**src/rtl/sram_rw_port_ctrl.sv**
```systemverilog
// Generic synchronous FIFO with occupancy count; storage resets to zero so out_dat is 0 after reset.
// Latency: a push is visible on out_vld/out_dat the cycle after it is written.
// Backpressure: holds head data while out_vld && !out_rdy; caller must not push when full.
module fifo #(
    parameter int WIDTH = 8,
    parameter int DEPTH = 2,
    localparam int PTR_W = (DEPTH > 1) ? $clog2(DEPTH) : 1,
    localparam int CNT_W = $clog2(DEPTH + 1)
) (
    input  logic             clock,
    input  logic             reset,
    input  logic             in_vld,
    input  logic [WIDTH-1:0] in_dat,
    output logic             out_vld,
    input  logic             out_rdy,
    output logic [WIDTH-1:0] out_dat,
    output logic [CNT_W-1:0] count
);
    logic [WIDTH-1:0] mem_q [DEPTH];
    logic [PTR_W-1:0] wr_ptr_q;
    logic [PTR_W-1:0] rd_ptr_q;
    logic [CNT_W-1:0] cnt_q;
    logic             pop;

    assign out_vld = (cnt_q != '0);
    assign out_dat = mem_q[rd_ptr_q];
    assign count   = cnt_q;
    assign pop     = out_vld && out_rdy;

    // Storage, pointers and count; simultaneous push and pop leaves the count unchanged
    always_ff @(posedge clock or posedge reset) begin
        if (reset) begin
            for (int i = 0; i < DEPTH; i++) begin
                mem_q[i] <= '0;
            end
            wr_ptr_q <= '0;
            rd_ptr_q <= '0;
            cnt_q    <= '0;
        end else begin
            if (in_vld) begin
                mem_q[wr_ptr_q] <= in_dat;
                wr_ptr_q        <= wr_ptr_q + PTR_W'(1);
            end
            if (pop) begin
                rd_ptr_q <= rd_ptr_q + PTR_W'(1);
            end
            case ({in_vld, pop})
                2'b10:   cnt_q <= cnt_q + CNT_W'(1);
                2'b01:   cnt_q <= cnt_q - CNT_W'(1);
                default: cnt_q <= cnt_q;
            endcase
        end
    end
endmodule

// Initiator-side controller for a single-port masked SRAM (RW0 port); zero-fills the whole array after reset.
// Latency: writes commit at the accepting edge; read data is presented 2 cycles after acceptance.
// Backpressure: 2-entry response buffer; reads stall via req_ready once buffered + in-flight reads reach 2, writes never stall in RUN.
module sram_rw_port_ctrl #(
    parameter int ADDR_W = 10,
    parameter int LANES  = 10,
    parameter int LANE_W = 30
) (
    input  logic                    clock,
    input  logic                    reset,
    input  logic                    req_valid,
    output logic                    req_ready,
    input  logic                    req_write,
    input  logic [ADDR_W-1:0]       req_addr,
    input  logic [LANES*LANE_W-1:0] req_wdata,
    input  logic [LANES-1:0]        req_wmask,
    output logic                    resp_valid,
    input  logic                    resp_ready,
    output logic [LANES*LANE_W-1:0] resp_rdata,
    output logic                    init_done,
    output logic [ADDR_W-1:0]       mem_addr,
    output logic                    mem_en,
    output logic                    mem_wmode,
    output logic [LANES-1:0]        mem_wmask,
    output logic [LANES*LANE_W-1:0] mem_wdata,
    input  logic [LANES*LANE_W-1:0] mem_rdata
);
    localparam int DATA_W = LANES * LANE_W;

    typedef enum logic {ST_INIT = 1'b0, ST_RUN = 1'b1} state_t;

    state_t            state_q;
    state_t            state_d;
    logic [ADDR_W-1:0] init_cnt_q;
    logic              init_done_q;
    logic              rd_pend_q;
    logic [1:0]        rbuf_cnt;
    logic              resp_pop;
    logic [2:0]        occ;
    logic              rd_credit;
    logic              accept;

    // Reads in flight (pending + buffered) minus the response leaving this cycle.
    // Counting this cycle's pop lets a full buffer accept a read while it drains.
    assign resp_pop  = resp_valid && resp_ready;
    assign occ       = {1'b0, rbuf_cnt} + {2'b00, rd_pend_q} - {2'b00, resp_pop};
    assign rd_credit = (occ < 3'd2);
    assign accept    = req_valid && req_ready;
    assign init_done = init_done_q;

    // Next state and port drive; everything is forced to zero while reset is held
    always_comb begin
        state_d   = state_q;
        req_ready = 1'b0;
        mem_en    = 1'b0;
        mem_wmode = 1'b0;
        mem_addr  = '0;
        mem_wmask = '0;
        mem_wdata = '0;
        if (!reset) begin
            case (state_q)
                ST_INIT: begin
                    mem_en    = 1'b1;
                    mem_wmode = 1'b1;
                    mem_wmask = '1;
                    mem_addr  = init_cnt_q;
                    if (&init_cnt_q) begin
                        state_d = ST_RUN;
                    end
                end
                ST_RUN: begin
                    req_ready = req_write || rd_credit;
                    if (req_valid && (req_write || rd_credit)) begin
                        mem_en    = 1'b1;
                        mem_wmode = req_write;
                        mem_addr  = req_addr;
                        mem_wmask = req_write ? req_wmask : '0;
                        mem_wdata = req_write ? req_wdata : '0;
                    end
                end
                default: state_d = ST_INIT;
            endcase
        end
    end

    // State register, zero-fill address counter and sticky completion flag
    always_ff @(posedge clock or posedge reset) begin
        if (reset) begin
            state_q     <= ST_INIT;
            init_cnt_q  <= '0;
            init_done_q <= 1'b0;
        end else begin
            state_q <= state_d;
            if (state_q == ST_INIT) begin
                init_cnt_q <= init_cnt_q + ADDR_W'(1);
                if (&init_cnt_q) begin
                    init_done_q <= 1'b1;
                end
            end
        end
    end

    // A read issued this cycle has macro data valid next cycle; flag it for capture
    always_ff @(posedge clock or posedge reset) begin
        if (reset) begin
            rd_pend_q <= 1'b0;
        end else begin
            rd_pend_q <= accept && !req_write;
        end
    end

    // Response buffer: captures macro read data at the end of the pending cycle,
    // which is the same edge a following write commits, so that write is not seen
    fifo #(
        .WIDTH (DATA_W),
        .DEPTH (2)
    ) u_rbuf (
        .clock   (clock),
        .reset   (reset),
        .in_vld  (rd_pend_q),
        .in_dat  (mem_rdata),
        .out_vld (resp_valid),
        .out_rdy (resp_ready),
        .out_dat (resp_rdata),
        .count   (rbuf_cnt)
    );
endmodule

```
**config.mk**
```make
export PLATFORM = sky130hd
export DESIGN_NAME = sram_rw_port_ctrl
export DESIGN_NICKNAME = d
export VERILOG_FILES = /design/src/rtl/sram_rw_port_ctrl.sv
export SDC_FILE = /design/constraint.sdc
export NUM_CORES = 1
export LEC_CHECK = 0
export ABC_AREA = 1
export CORE_AREA = 8 8 480 482
export DETAILED_ROUTE_END_ITERATION = 8
export DIE_AREA = 0 0 488 490
export HOLD_SLACK_MARGIN = 0.05
export PLACE_DENSITY_LB_ADDON = 0.2
export SLEW_MARGIN = 0
export SYNTH_ARGS = -nofsm -noshare
export SYNTH_HDL_FRONTEND = slang
export SYNTH_HIERARCHICAL = 1
export SYNTH_SLANG_ARGS = --single-unit
```
**constraint.sdc**
```tcl
create_clock -name clock -period 25.1 [get_ports clock]
set_input_delay 2.51 -clock clock [delete_from_list [all_inputs] [get_ports clock]]
set_output_delay 2.51 -clock clock [all_outputs]
set_load 0.02 [all_outputs]
```
==> flow_metrics.py <==
metrics = {
    "worst_setup_path": {
        "cpMaxStageDelayCell": "buf_4",
        "crit_path_start": "req_valid",
        "rr_startpoint": "rd_pend_q",
        "worstSetupEndpoint": "mem_wdata[59]",
        "r2r_end": "u_rbuf/mem_q[316]",
        "path_cells": "clkdlybuf4s50_1 > nand2_1 > inv_8 > buf_4 > buf_4 > buf_4 > nand2_1 > nor2_1 > clkdlybuf4s50_1",
        "cp.arrival_ns": 7.40,
        "critical_path_class": "in2out",
        "r2r_slack_ns": 21.75,
        "crit_fanout": 123,
        "max_stage_delay_ns": 0.87,
        "cp-start-kind": "primary input",
        "ff2ff_path_depth": 6,
        "end_kind": "primary output",
        "worstPathRequired_ns": 22.59,
        "cpMostUsedCell": "buf_4",
    },
    "clock_network": {
        "postCtsResizedCells": 0,
        "post_cts_buffers": 0,
        "clk_latency_ns": 0.73,
        "h-tree-depth": 3,
        "numClockSinks": 617,
        "ctsHoldBuffers": 0,
        "cts_buffers": 82,
        "clkTransAtPathRegs_ns": 0.06,
        "cts.path.max_buffers": 3,
        "ctsRootBufferMaster": "clkbuf_16",
        "tritoncts": "built",
    },
    "yosys": {
        "ys_types": 28,
        "synth_nets": 4667,
        "ys_seq_elements": 617,
        "synthTopCellsByArea": "dfrtp_1 (52%), nand2_1 (23%), o21ai_0 (5.1%)",
        "ys_seq_area_share_pct": 51.7,
        "netlist.area_leader.share_pct": 51.7,
        "synth_area_leader_cell": "dfrtp_1",
        "synth-warning-count": 6,
        "avgSynthCellArea_sq_um": 7.39,
        "syn_area_sq_um": 29800,
        "syn_inst": 4038,
    },
    "floorplan": {
        "dieArea_sq_um": 239000,
        "io_pins": 1250,
        "core_sq_um": 223000,
        "die_height_microns": 490,
        "start_util_pct": 13.4,
        "die_w_microns": 488,
        "num_rows": 174,
    },
    "pwr": {
        "ir_drop_mv": 0.0762,
        "powerDensity_nw_per_um2": 123,
        "p_leak_nw": 22.0,
    },
    "worst_hold_path": {
        "hold_path_class": "reg2reg",
    },
    "cells_and_area": {
        "fillCellCount": 25000,
        "multiInputGateArea_sq_um": 11500,
        "nets": 5764,
        "area_growth_pct": 59.6,
        "fin_cells": 8231,
        "final_util_pct": 21.3,
        "seq_area_sq_um": 15400,
        "drive_gt1_share_pct": 3.40,
    },
    "timing": {
        "rsz0062_at_grt": "no",
        "drv_slew": 0,
        "max_freq_mhz": 101,
        "finalSetupViolCount": 0,
        "hold_viol_final": 0,
        "period_share_pct": 39.5,
        "tightest_slew_ns": 1.24,
        "fin_tns_setup_ns": 0,
        "fin_skew_ns": 0.0420,
        "timing.slew.headroom_pct": 17.2,
        "fin_crit_ns": 9.91,
    },
    "global_route": {
        "grt_pass1_wl_microns": 322000,
        "antenna_found_initial": 216,
        "grt_max_degree": 143,
        "groute.usage.overall_pct": 20.2,
        "overflow": 0,
        "grt_pass1_vias": 30100,
    },
    "drt": {
        "via_per_inst": 3.77,
        "ant_nets": 0,
        "vias": 31100,
        "wl_per_cell_microns": 30.6,
        "firstDrtPassIters": 5,
        "drt_iter0_markers": 2456,
        "drc": 0,
        "totalWireLength_microns": 252000,
    },
    "job": {
        "max-cap-violations": 0,
    },
    "placed_design": {
        "globalplace.congestion": 1.05,
        "dp_cells": 8043,
        "io_buffer_count": 1249,
        "hpwl_microns": 210000,
    },
    "run_status": {
        "outcome": "complete, no violations",
    },
}
==> worst min path at each step <==
stage | start | slack (ns) | cells after the start | endpoint
2_1_floorplan | init_cnt_q[8] | 0.44 | 2 | init_cnt_q[8]
3_5_place_dp | init_cnt_q[8] | 0.46 | 2 | init_cnt_q[8]
5_1_grt | u_rbuf/mem_q[12] | 0.50 | 2 | u_rbuf/mem_q[12]
4_1_cts | init_cnt_q[8] | 0.47 | 2 | init_cnt_q[8]
6_report | init_cnt_q[8] | 0.48 | 2 | init_cnt_q[8]
3_3_place_gp | init_cnt_q[8] | 0.45 | 2 | init_cnt_q[8]
==> synth_stat cells, drive strengths merged <==
master and instances:
nor3 3, ha 3, mux2i 3, xor2 4, inv 333, or2 2
nand4 2, o21bai 1, buf 180, clkbuf 89, nor2 339, xnor2 1
a21oi 9, fa 1, o21ai 604, nand2 1837, nand3 10, dfrtp 617
==> power by group <==
| group | leakage (nW) | internal, mW | switching [mW] | total (mW) |
|---|---|---|---|---|
| logic | 13.2 | 1.13 | 1.77 | 2.90 |
| clock network | 1.36 | 0.724 | 0.493 | 1.22 |
| registers | 7.42 | 1.49 | 0.261 | 1.75 |
| total | 22.0 | 3.34 | 2.53 | 5.87 |
==> registers in the layout, summed over array words and instances (netlist names) <==
signal           flops
u_rbuf/wr_ptr_q      1
u_rbuf/mem_q       600
init_cnt_q          10
rd_pend_q            1
u_rbuf/count         2
u_rbuf/rd_ptr_q      1
state_q              1
init_done            1
==> kinds of logic after synthesis <==
| logic type | synth area share, % |
|---|---|
| AND/OR/NAND/NOR | 27.7 |
| flip-flops | 51.7 |
| AO/OA/AOI/OAI | 10.4 |
| buffers and inverters | 9.77 |
| XOR/XNOR | 0.147 |
| adder cells (fa/ha/maj) | 0.193 |
| multiplexers | 0.101 |
==> per-stage QoR <==
| step | total power, mW | hold WS, ns | worst slack [ns] | area [sq um] |
|---|---|---|---|---|
| floorplan | 3.17 | 0.441 | 5.68 | 29800 |
| global placement | 4.69 | 0.453 | 14.92 | 44700 |
| detailed placement | 4.70 | 0.458 | 14.88 | 44700 |
| CTS | 5.99 | 0.474 | 14.88 | 47500 |
| global route | 6.30 | 0.496 | 14.81 | 47500 |
| finish | 5.87 | 0.477 | 15.19 | 47600 |
==> layout make-up <==
class                   count  area share (%)
clock inverters            32           0.917
repair buffers           1282            26.8
well taps                2992            7.86
flip-flops and latches    617            32.4
inverters                 333            2.67
diodes                     37           0.194
clock buffers             119            4.92
multi-input cells        2819            24.2
==> worst max-delay path: cells and delay by family <==
kind / cells / cell delay [ns]
buffers and inverters: 6 / 4.15
AND/OR/NAND/NOR: 3 / 0.57
==> placed cells by master (no fill, tap or decap), types with 4 or more instances in the layout <==
cell type	synthesis	layout
nand2_1	1835	1834
clkdlybuf4s50_1	0	1249
dfrtp_1	617	616
nor2_1	338	338
inv_1	330	327
o21ai_0	302	302
o21ai_1	301	301
clkbuf_16	0	82
diode_2	0	37
buf_4	7	31
clkbuf_1	89	22
clkinv_2	0	15
clkbuf_8	0	15
nand3_1	10	10
a21oi_1	8	8
bufinv_16	0	7
xor2_1	4	4
==> metal layers <==
| layer | vias to the layer above | wire [microns] | GRT usage (%) |
|---|---|---|---|
| met2 | 1386 | 109000 | 31.2 |
| met5 | - | 238 | 0 |
| met3 | 368 | 22400 | 6.54 |
| met4 | 34 | 4220 | 2.73 |
| met1 | 14700 | 116000 | 28.2 |
| li1 | 14500 | - | - |
(Power assumes the default switching activity.)
